File: config.mk
export PLATFORM = sky130hd
export DESIGN_NAME = fib_seq_gen
export DESIGN_NICKNAME = d
export VERILOG_FILES = /design/src/rtl/fib_pkg.sv /design/src/rtl/fib_sum.sv /design/src/rtl/fib_seq_gen.sv
export SDC_FILE = /design/constraint.sdc
export NUM_CORES = 1
export LEC_CHECK = 0
export ABC_AREA = 1
export ABC_CLOCK_PERIOD_IN_PS = 3020
export CAP_MARGIN = 25
export CELL_PAD_IN_SITES_DETAIL_PLACEMENT = 1
export CELL_PAD_IN_SITES_GLOBAL_PLACEMENT = 1
export CORE_MARGIN = 3
export CORE_UTILIZATION = 30
export DETAILED_ROUTE_END_ITERATION = 8
export GPL_TIMING_DRIVEN = 0
export HOLD_SLACK_MARGIN = 0.1
export PLACE_DENSITY = 0.67
export SLEW_MARGIN = 10
export SYNTH_ARGS = -nofsm -noshare
export SYNTH_HDL_FRONTEND = slang
export SYNTH_SLANG_ARGS = --single-unit
File: constraint.sdc
create_clock -name clock -period 3.02 [get_ports clock]
set_clock_uncertainty 0.2 [all_clocks]
set_input_delay 0.604 -clock clock [delete_from_list [all_inputs] [get_ports clock]]
set_output_delay 0.604 -clock clock [all_outputs]
set_load 0.05 [all_outputs]
File: src/rtl/fib_pkg.sv
// Shared types and constants for the Fibonacci sequence generator.
package fib_pkg;

    typedef enum logic [1:0] {
        IDLE = 2'd0,
        RUN  = 2'd1,
        DONE = 2'd2
    } fib_state_t;

    localparam int SEED0_DEFAULT = 5;
    localparam int SEED1_DEFAULT = 7;

    localparam logic MODE_WRAP = 1'b0;
    localparam logic MODE_SAT  = 1'b1;

endpackage

File: src/rtl/fib_sum.sv
// Combinational WIDTH+1 adder producing the next term, with wrap or saturate on overflow.
module fib_sum
    import fib_pkg::*;
#(
    parameter int WIDTH = 17
) (
    input  logic [WIDTH-1:0] a,
    input  logic [WIDTH-1:0] b,
    input  logic             sat_mode,
    output logic [WIDTH-1:0] sum,
    output logic             carry
);

    logic [WIDTH:0] full_sum;

    assign full_sum = {1'b0, a} + {1'b0, b};
    assign carry    = full_sum[WIDTH];
    assign sum      = (carry && (sat_mode == MODE_SAT)) ? {WIDTH{1'b1}} : full_sum[WIDTH-1:0];

endmodule

File: src/rtl/fib_seq_gen.sv
// Parametrised Fibonacci-style sequence generator: emits n_terms terms from
// programmable or default seeds over a valid/ready stream, with start/busy/done control.
module fib_seq_gen
    import fib_pkg::*;
#(
    parameter int WIDTH     = 17,
    parameter int CNT_W     = 5,
    parameter int SEED0_DEF = SEED0_DEFAULT,
    parameter int SEED1_DEF = SEED1_DEFAULT
) (
    input  logic             clock,
    input  logic             reset,
    input  logic             start,
    input  logic [CNT_W-1:0] n_terms,
    input  logic             use_seeds,
    input  logic [WIDTH-1:0] seed0,
    input  logic [WIDTH-1:0] seed1,
    input  logic             sat_mode,
    output logic [WIDTH-1:0] term,
    output logic [CNT_W-1:0] term_idx,
    output logic             term_valid,
    input  logic             term_ready,
    output logic             busy,
    output logic             done,
    output logic             ovf
);

    localparam logic [WIDTH-1:0] SEED0_W = WIDTH'(SEED0_DEF);
    localparam logic [WIDTH-1:0] SEED1_W = WIDTH'(SEED1_DEF);

    fib_state_t state, state_next;

    logic [WIDTH-1:0] a_q, b_q, term_q;
    logic [CNT_W-1:0] idx_q, n_q;
    logic             sat_q, ovf_q;

    logic [WIDTH-1:0] next_sum;
    logic             sum_carry;
    logic             start_ok, handshake, last_term;
    logic [WIDTH-1:0] first_seed, second_seed;

    fib_sum #(.WIDTH(WIDTH)) u_sum (
        .a        (a_q),
        .b        (b_q),
        .sat_mode (sat_q),
        .sum      (next_sum),
        .carry    (sum_carry)
    );

    assign start_ok    = (state == IDLE) && start;
    assign handshake   = (state == RUN) && term_ready;
    assign last_term   = (idx_q == (n_q - CNT_W'(1)));
    assign first_seed  = use_seeds ? seed0 : SEED0_W;
    assign second_seed = use_seeds ? seed1 : SEED1_W;

    always_ff @(posedge clock or negedge reset) begin
        if (!reset) begin
            state <= IDLE;
        end else begin
            state <= state_next;
        end
    end

    always_comb begin
        state_next = state;
        case (state)
            IDLE: begin
                if (start) begin
                    state_next = (n_terms != '0) ? RUN : DONE;
                end
            end
            RUN: begin
                if (handshake && last_term) begin
                    state_next = DONE;
                end
            end
            DONE:    state_next = IDLE;
            default: state_next = IDLE;
        endcase
    end

    // term mirrors a but keeps its own register so it reads 0 out of reset
    always_ff @(posedge clock or negedge reset) begin
        if (!reset) begin
            a_q    <= SEED0_W;
            b_q    <= SEED1_W;
            term_q <= '0;
            idx_q  <= '0;
            n_q    <= '0;
            sat_q  <= MODE_WRAP;
            ovf_q  <= 1'b0;
        end else if (start_ok) begin
            a_q    <= first_seed;
            b_q    <= second_seed;
            term_q <= first_seed;
            idx_q  <= '0;
            n_q    <= n_terms;
            sat_q  <= sat_mode;
            ovf_q  <= 1'b0;
        end else if (handshake) begin
            a_q    <= b_q;
            b_q    <= next_sum;
            term_q <= b_q;
            idx_q  <= idx_q + CNT_W'(1);
            ovf_q  <= ovf_q | sum_carry;
        end
    end

    assign term       = term_q;
    assign term_idx   = idx_q;
    assign term_valid = (state == RUN);
    assign busy       = (state != IDLE);
    assign done       = (state == DONE);
    assign ovf        = ovf_q;

endmodule
==> results of run 1 <==
kinds of logic (layout without fill, tap and decap cells):
group	count (synthesis)	count (layout)	synth area share
AO/OA/AOI/OAI	52	52	0.07692
XOR/XNOR	14	14	0.03181
adder cells (fa/ha/maj)	20	20	0.06686
buffers and inverters	111	189	0.1324
flip-flops	50	50	0.3262
AND/OR/NAND/NOR	310	310	0.3658
stage by stage:
step | instances | util
2_1_floorplan | 557 | -
3_3_place_gp | 795 | 0.3887
3_5_place_dp | 795 | 0.3885
4_1_cts | 803 | 0.4043
5_1_grt | 803 | 0.4043
6_report | 803 | 0.4043
final timing paths:
| path | from | endpoint | slack [ns] | cells after the start |
|---|---|---|---|---|
| worst max-delay path | state[1] | term_valid | 0.41 | 4 |
| worst min-delay path | reset | a_q[7] | 0.12 | 1 |
| worst max register to register | a_q[0] | b_q[16] | 0.48 | 15 |
| worst min register to register | a_q[2] | a_q[2] | 0.30 | 2 |
| max in group asynchronous | reset | a_q[14] | 2.00 | 1 |
| min in group clock | a_q[2] | a_q[2] | 0.30 | 2 |
cell type report:
cell class	count	area (um^2)	share of cell area
inverters	81	304.0	0.06133
clock inverters	3	68.82	0.01388
repair buffers	70	698.2	0.1408
well taps	168	210.2	0.04240
multi-input cells	396	2087	0.4210
flip-flops and latches	50	1257	0.2537
plain buffers	30	206.4	0.04165
clock buffers	5	125.1	0.02524
flip-flops by register name, indices dropped and copies added (netlist names):
signal / count
a_q: 17
term_idx: 5
term: 2
n_q: 5
sat_q: 1
state: 2
ovf: 1
b_q: 17
cell usage in the layout, fill, tap and decap left out, drive strengths merged, types with 2 or more instances in the layout:
cell,Yosys,routed
clkdlybuf4s50,0,69
nand3b,4,4
clkbuf,5,10
o21ai,19,19
xor2,6,6
dfrtp,45,45
nor2,30,30
ha,19,19
inv,81,81
xnor2,8,8
nor3,8,8
or2,3,3
nand4,3,3
nand2,214,214
dfstp,5,5
bufinv,0,2
nand3,48,48
a21oi,30,30
o22ai,2,2
buf,25,26
metal layers:
metal,vias to the layer above,wire (um)
met5,-,0
met4,0,89
met3,7,361
met2,55,5797
met1,1808,5552
li1,1873,-
==> results by group, run 1 <==
Synthesis
  • Synth Instances: 557
  • Top cell type's share of synthesized area: 0.2921
  • Top_reg_cell synth: dfrtp_1
  • Sequential area share after synthesis: 0.3262
  • Post-Syn Area: 3855 um^2
  • Number of synthesis warnings: 0
  • Post-synth top area cell: dfrtp_1
  • EDFF count, synth: 0
  • Syn avg cell area: 6.921 um^2
  • #FFs+latches synth: 50
  • Synth cell types: 32
  • Area contributors post-synth: dfrtp_1 (29%), nand2_1 (18%), inv_1 (7.4%), ha_1 (6.2%), nand3_1 (6.0%)
  • Most frequent cell after synthesis: nand2_1
  • Leading cell types by count after synthesis: nand2_1 (188), inv_1 (76), nand3_1 (46)
  • Async S/R FF share, synth: 1.000
  • Syn nets: 622

Placement
  • Final Wtd Congestion: 0.8013
  • I/O Buffers: 70
  • DPL Wire Length: 9044 um
  • Place WS: 0.3648 ns
  • Placed cell area: 4763 um^2

Critical path
  • Slowest stage delay, CP: 0.80 ns
  • Crit path max-delay family: buffers and inverters
  • WP data required: 2.22 ns
  • Slowest CP cell: clkdlybuf4s50_1
  • Cell Chain, Critical Path: inv_1 > nand2_1 > inv_1 > clkdlybuf4s50_1
  • Most used cell, CP: inv_1
  • CP endpoint kind: primary output
  • Crit path buffers/inverters: 3
  • CP max FO: 4
  • Worst EP arrival: 1.80 ns
  • Critical path type: reg2out
  • Crit path launch type: flop

Global routing
  • Grt ovf: 0
  • Pin count of the biggest net entering global routing: 51
  • Tot GR Track Use: 0.1713
  • Initial antenna violation count: 0
  • M1 GR Usage: 0.2220
  • Busiest grt layer: met2
  • M2 GR Usage: 0.2999
  • Global-route wire length before repair: 19700 um
  • Met3 usage: 0.03276
  • Vias in the first global route: 4061

Clocking
  • CTS Buf Count: 5
  • Post-CTS Setup Inserts: 0
  • CTS tree: done
  • Htree depth: 2
  • CTS root buf: clkbuf_16
  • Clock transition at path regs: 0.07 ns
  • TritonCTS sink count: 50
  • Clk_lat worst skew: 0.31 ns
  • Post-cts sizing count: 0
  • Cts hold-fix bufs: 0
  • Max Root-Sink Buffers: 2

Floorplanning
  • Starting Density: 0.3144
  • Core area: 12260 um^2
  • Rows: 40
  • Ports: 71
  • Die width: 119.4 um
  • Die area: 14250 um^2
  • Die Span Y: 119.4 um

Timing
  • Setup_tns: 0 ns
  • Min Hold Slack: 0.1228 ns
  • F_max: 0.3835 GHz
  • RSZ-0062 raised after global routing: no
  • Final Slew Violations: 0
  • Setup violators final: 0
  • Post-layout minimum cycle time: 2.608 ns
  • Fin. Hold Viols: 0
  • Slew @ Worst Pin: 0.7152 ns
  • Max_slew headroom: 0.5232
  • Final worst setup slack: 0.4123 ns
  • Tcrit/Tclk final: 0.8635

Route
  • Antenna-violating nets left: 0
  • Vias per std cell: 4.661
  • Total number of vias: 3743
  • Residual DRC count: 0
  • DRT iter0 DRCs: 74
  • Total iterations of the first detailed-routing run: 4
  • Routed WL: 11800 um
  • WL per Instance: 14.70 um

Layout
  • Number of diodes: 0
  • Design area: 4957 um^2
  • Layout net count: 699
  • Filler instances: 1551
  • Share of cells above drive strength 1: 0.1339
  • Synth-to-Final Area Change: 28.59%

Run status
  • Status: completed

Worst hold path
  • Hold WC Path Type: in2async

Flow run
  • Max_cap viols: 0
Power of run 1 is not shown: default switching activity piles up to over one toggle a cycle in this logic, so the estimate is an artifact.
==> run 2: changes to the inputs <==
- CTS_CLUSTER_DIAMETER: not set -> 150
- TNS_END_PERCENT: not set -> 100
==> results of run 2 <==
Same layout as run 1: the final DEF is identical, and so are final timing and power.
Power of run 2 is left out for the same reason.
==> run 3: changes to the inputs <==
- CTS_BUF_LIST: not set -> sky130_fd_sc_hd__clkbuf_8 sky130_fd_sc_hd__clkbuf_16
- GPL_TIMING_DRIVEN: 0 -> 1
==> results by group, run 3 (synthesis gave the netlist of run 1 again) <==
Route
  • Total iterations of the first detailed-routing run: 4 (unchanged)
  • Vias per std cell: 4.625 (-0.78%)
  • DRT iter0 DRCs: 67 (-9.5%)
  • Residual DRC count: 0 (unchanged)
  • Total number of vias: 3612 (-3.5%)
  • WL per Instance: 14.00 um (-4.7%)
  • Antenna-violating nets left: 0 (unchanged)
  • Routed WL: 10930 um (-7.3%)

Global routing
  • Global-route wire length before repair: 18360 um (-6.8%)
  • Tot GR Track Use: 0.1557 (-0.01567)
  • Initial antenna violation count: 0 (unchanged)
  • Vias in the first global route: 3883 (-4.4%)
  • Grt ovf: 0 (unchanged)
  • Pin count of the biggest net entering global routing: 50 (-2.0%)

Critical path
  • CP endpoint: term_valid
  • Worst setup path startpoint: state[1]
  • CP max FO: 4 (unchanged)
  • Worst EP arrival: 1.79 ns (about the same)
  • RR Endpoint: b_q[12]
  • Critical path type: reg2out
  • Crit path launch type: flop
  • CP endpoint kind: primary output
  • Register-to-register setup slack: 0.58 ns (+0.10 ns)
  • Reg2reg start: a_q[0]
  • FF-to-FF path depth: 15 (unchanged)
  • WP data required: 2.22 ns (about the same)

Worst hold path
  • Hold WC Path Type: in2async

Clocking
  • CTS tree: done
  • Htree depth: 2 (unchanged)
  • Post-CTS Setup Inserts: 0 (unchanged)
  • TritonCTS sink count: 50 (unchanged)
  • Clock transition at path regs: 0.07 ns (about the same)
  • Clk_lat worst skew: 0.29 ns (-0.02 ns)
  • Max Root-Sink Buffers: 2 (unchanged)
  • CTS root buf: clkbuf_16
  • Post-cts sizing count: 0 (unchanged)
  • CTS Buf Count: 5 (unchanged)
  • Cts hold-fix bufs: 0 (unchanged)

Layout
  • Layout net count: 677 (-3.1%)
  • Synth-to-Final Area Change: 23.66%
  • Largest registers: a_q: 17 flops, b_q: 17 flops
  • Filler instances: 1554 (+0.19%)
  • Share of cells above drive strength 1: 0.1142 (-0.01967)
  • Number of diodes: 0 (unchanged)
  • Commonest non-fill, non-tap cell in the layout: nand2_1
  • Commonest non-fill, non-tap cells in the layout: nand2_1 (187), inv_1 (76), clkdlybuf4s50_1 (69)

Placement
  • I/O Buffers: 70 (unchanged)
  • DPL Wire Length: 8366 um (-7.5%)
  • Final Wtd Congestion: 0.8139 (+1.6%)

Floorplanning
  • Rows: 40 (unchanged)
  • Ports: 71 (unchanged)
  • Die width: 119.4 um (unchanged)
  • Core area: 12260 um^2 (unchanged)
  • Starting Density: 0.3144 (unchanged)
  • Die area: 14250 um^2 (unchanged)
  • Die Span Y: 119.4 um (unchanged)

Flow run
  • Max_cap viols: 0 (unchanged)

Timing
  • Setup_tns: 0 ns (unchanged)
  • Post-layout minimum cycle time: 2.594 ns (-0.01373 ns)
  • Max_slew headroom: 0.5846 (+0.06144)
  • Final Slew Violations: 0 (unchanged)
  • F_max: 0.3855 GHz (+0.53%)
  • Slew @ Worst Pin: 0.6231 ns (-0.09216 ns)
  • Setup violators final: 0 (unchanged)
  • Tcrit/Tclk final: 0.8589 (-0.004546)
  • Fin. Hold Viols: 0 (unchanged)
  • RSZ-0062 raised after global routing: no

Run status
  • Status: completed
## run 3: how the worst min path moves through the flow
| stage | start | endpoint | slack [ns] | cells past startpoint |
|---|---|---|---|---|
| floorplan | reset | a_q[10] | 0.11 | 0 |
| global placement | a_q[2] | a_q[2] | 0.28 | 2 |
| detailed placement | a_q[2] | a_q[2] | 0.29 | 2 |
| CTS | reset | b_q[7] | 0.12 | 2 |
| global route | reset | a_q[10] | 0.13 | 2 |
| finish | reset | b_q[7] | 0.11 | 2 |
## run 3: metal layers
metal  share of wire  track usage  wire length (um)  up-vias
met5               0            0                 0        -
met2            0.49       0.2815              5324       60
li1                -            -                 -     1822
met1            0.47       0.1957              5149     1720
met4          0.0097      0.03221               106        0
met3           0.032      0.02374               354       10
## run 3: final cells by class
type	count	area (um^2)	share of cell area
Timing Repair Buffer	78	755.7	0.1585
Inverter	81	304.0	0.06378
Sequential cell	50	1257	0.2638
Clock inverter	3	25.02	0.005249
Tap cell	168	210.2	0.04409
Clock buffer	5	125.1	0.02625
Multi-Input combinational cell	396	2090	0.4383
## run 3: critical path: stages (launching register included)
cell and delay (ns):
dfrtp_1 0.39, inv_1 0.10, nand2_1 0.10, inv_1 0.10, clkdlybuf4s50_1 0.81
## run 3: stage by stage
step | hold slack (ns) | area, um^2 | util | cells | setup slack (ns)
floorplan | 0.1084 | 3855 | - | 557 | 0.8281
global placement | 0.2844 | 4617 | 0.3765 | 773 | 0.5785
detailed placement | 0.2885 | 4617 | 0.3765 | 773 | 0.4738
CTS | 0.1194 | 4767 | 0.3888 | 781 | 0.4098
global route | 0.1290 | 4767 | 0.3888 | 781 | 0.3006
finish | 0.1053 | 4767 | 0.3888 | 781 | 0.4260
Power of run 3 is left out for the same reason.
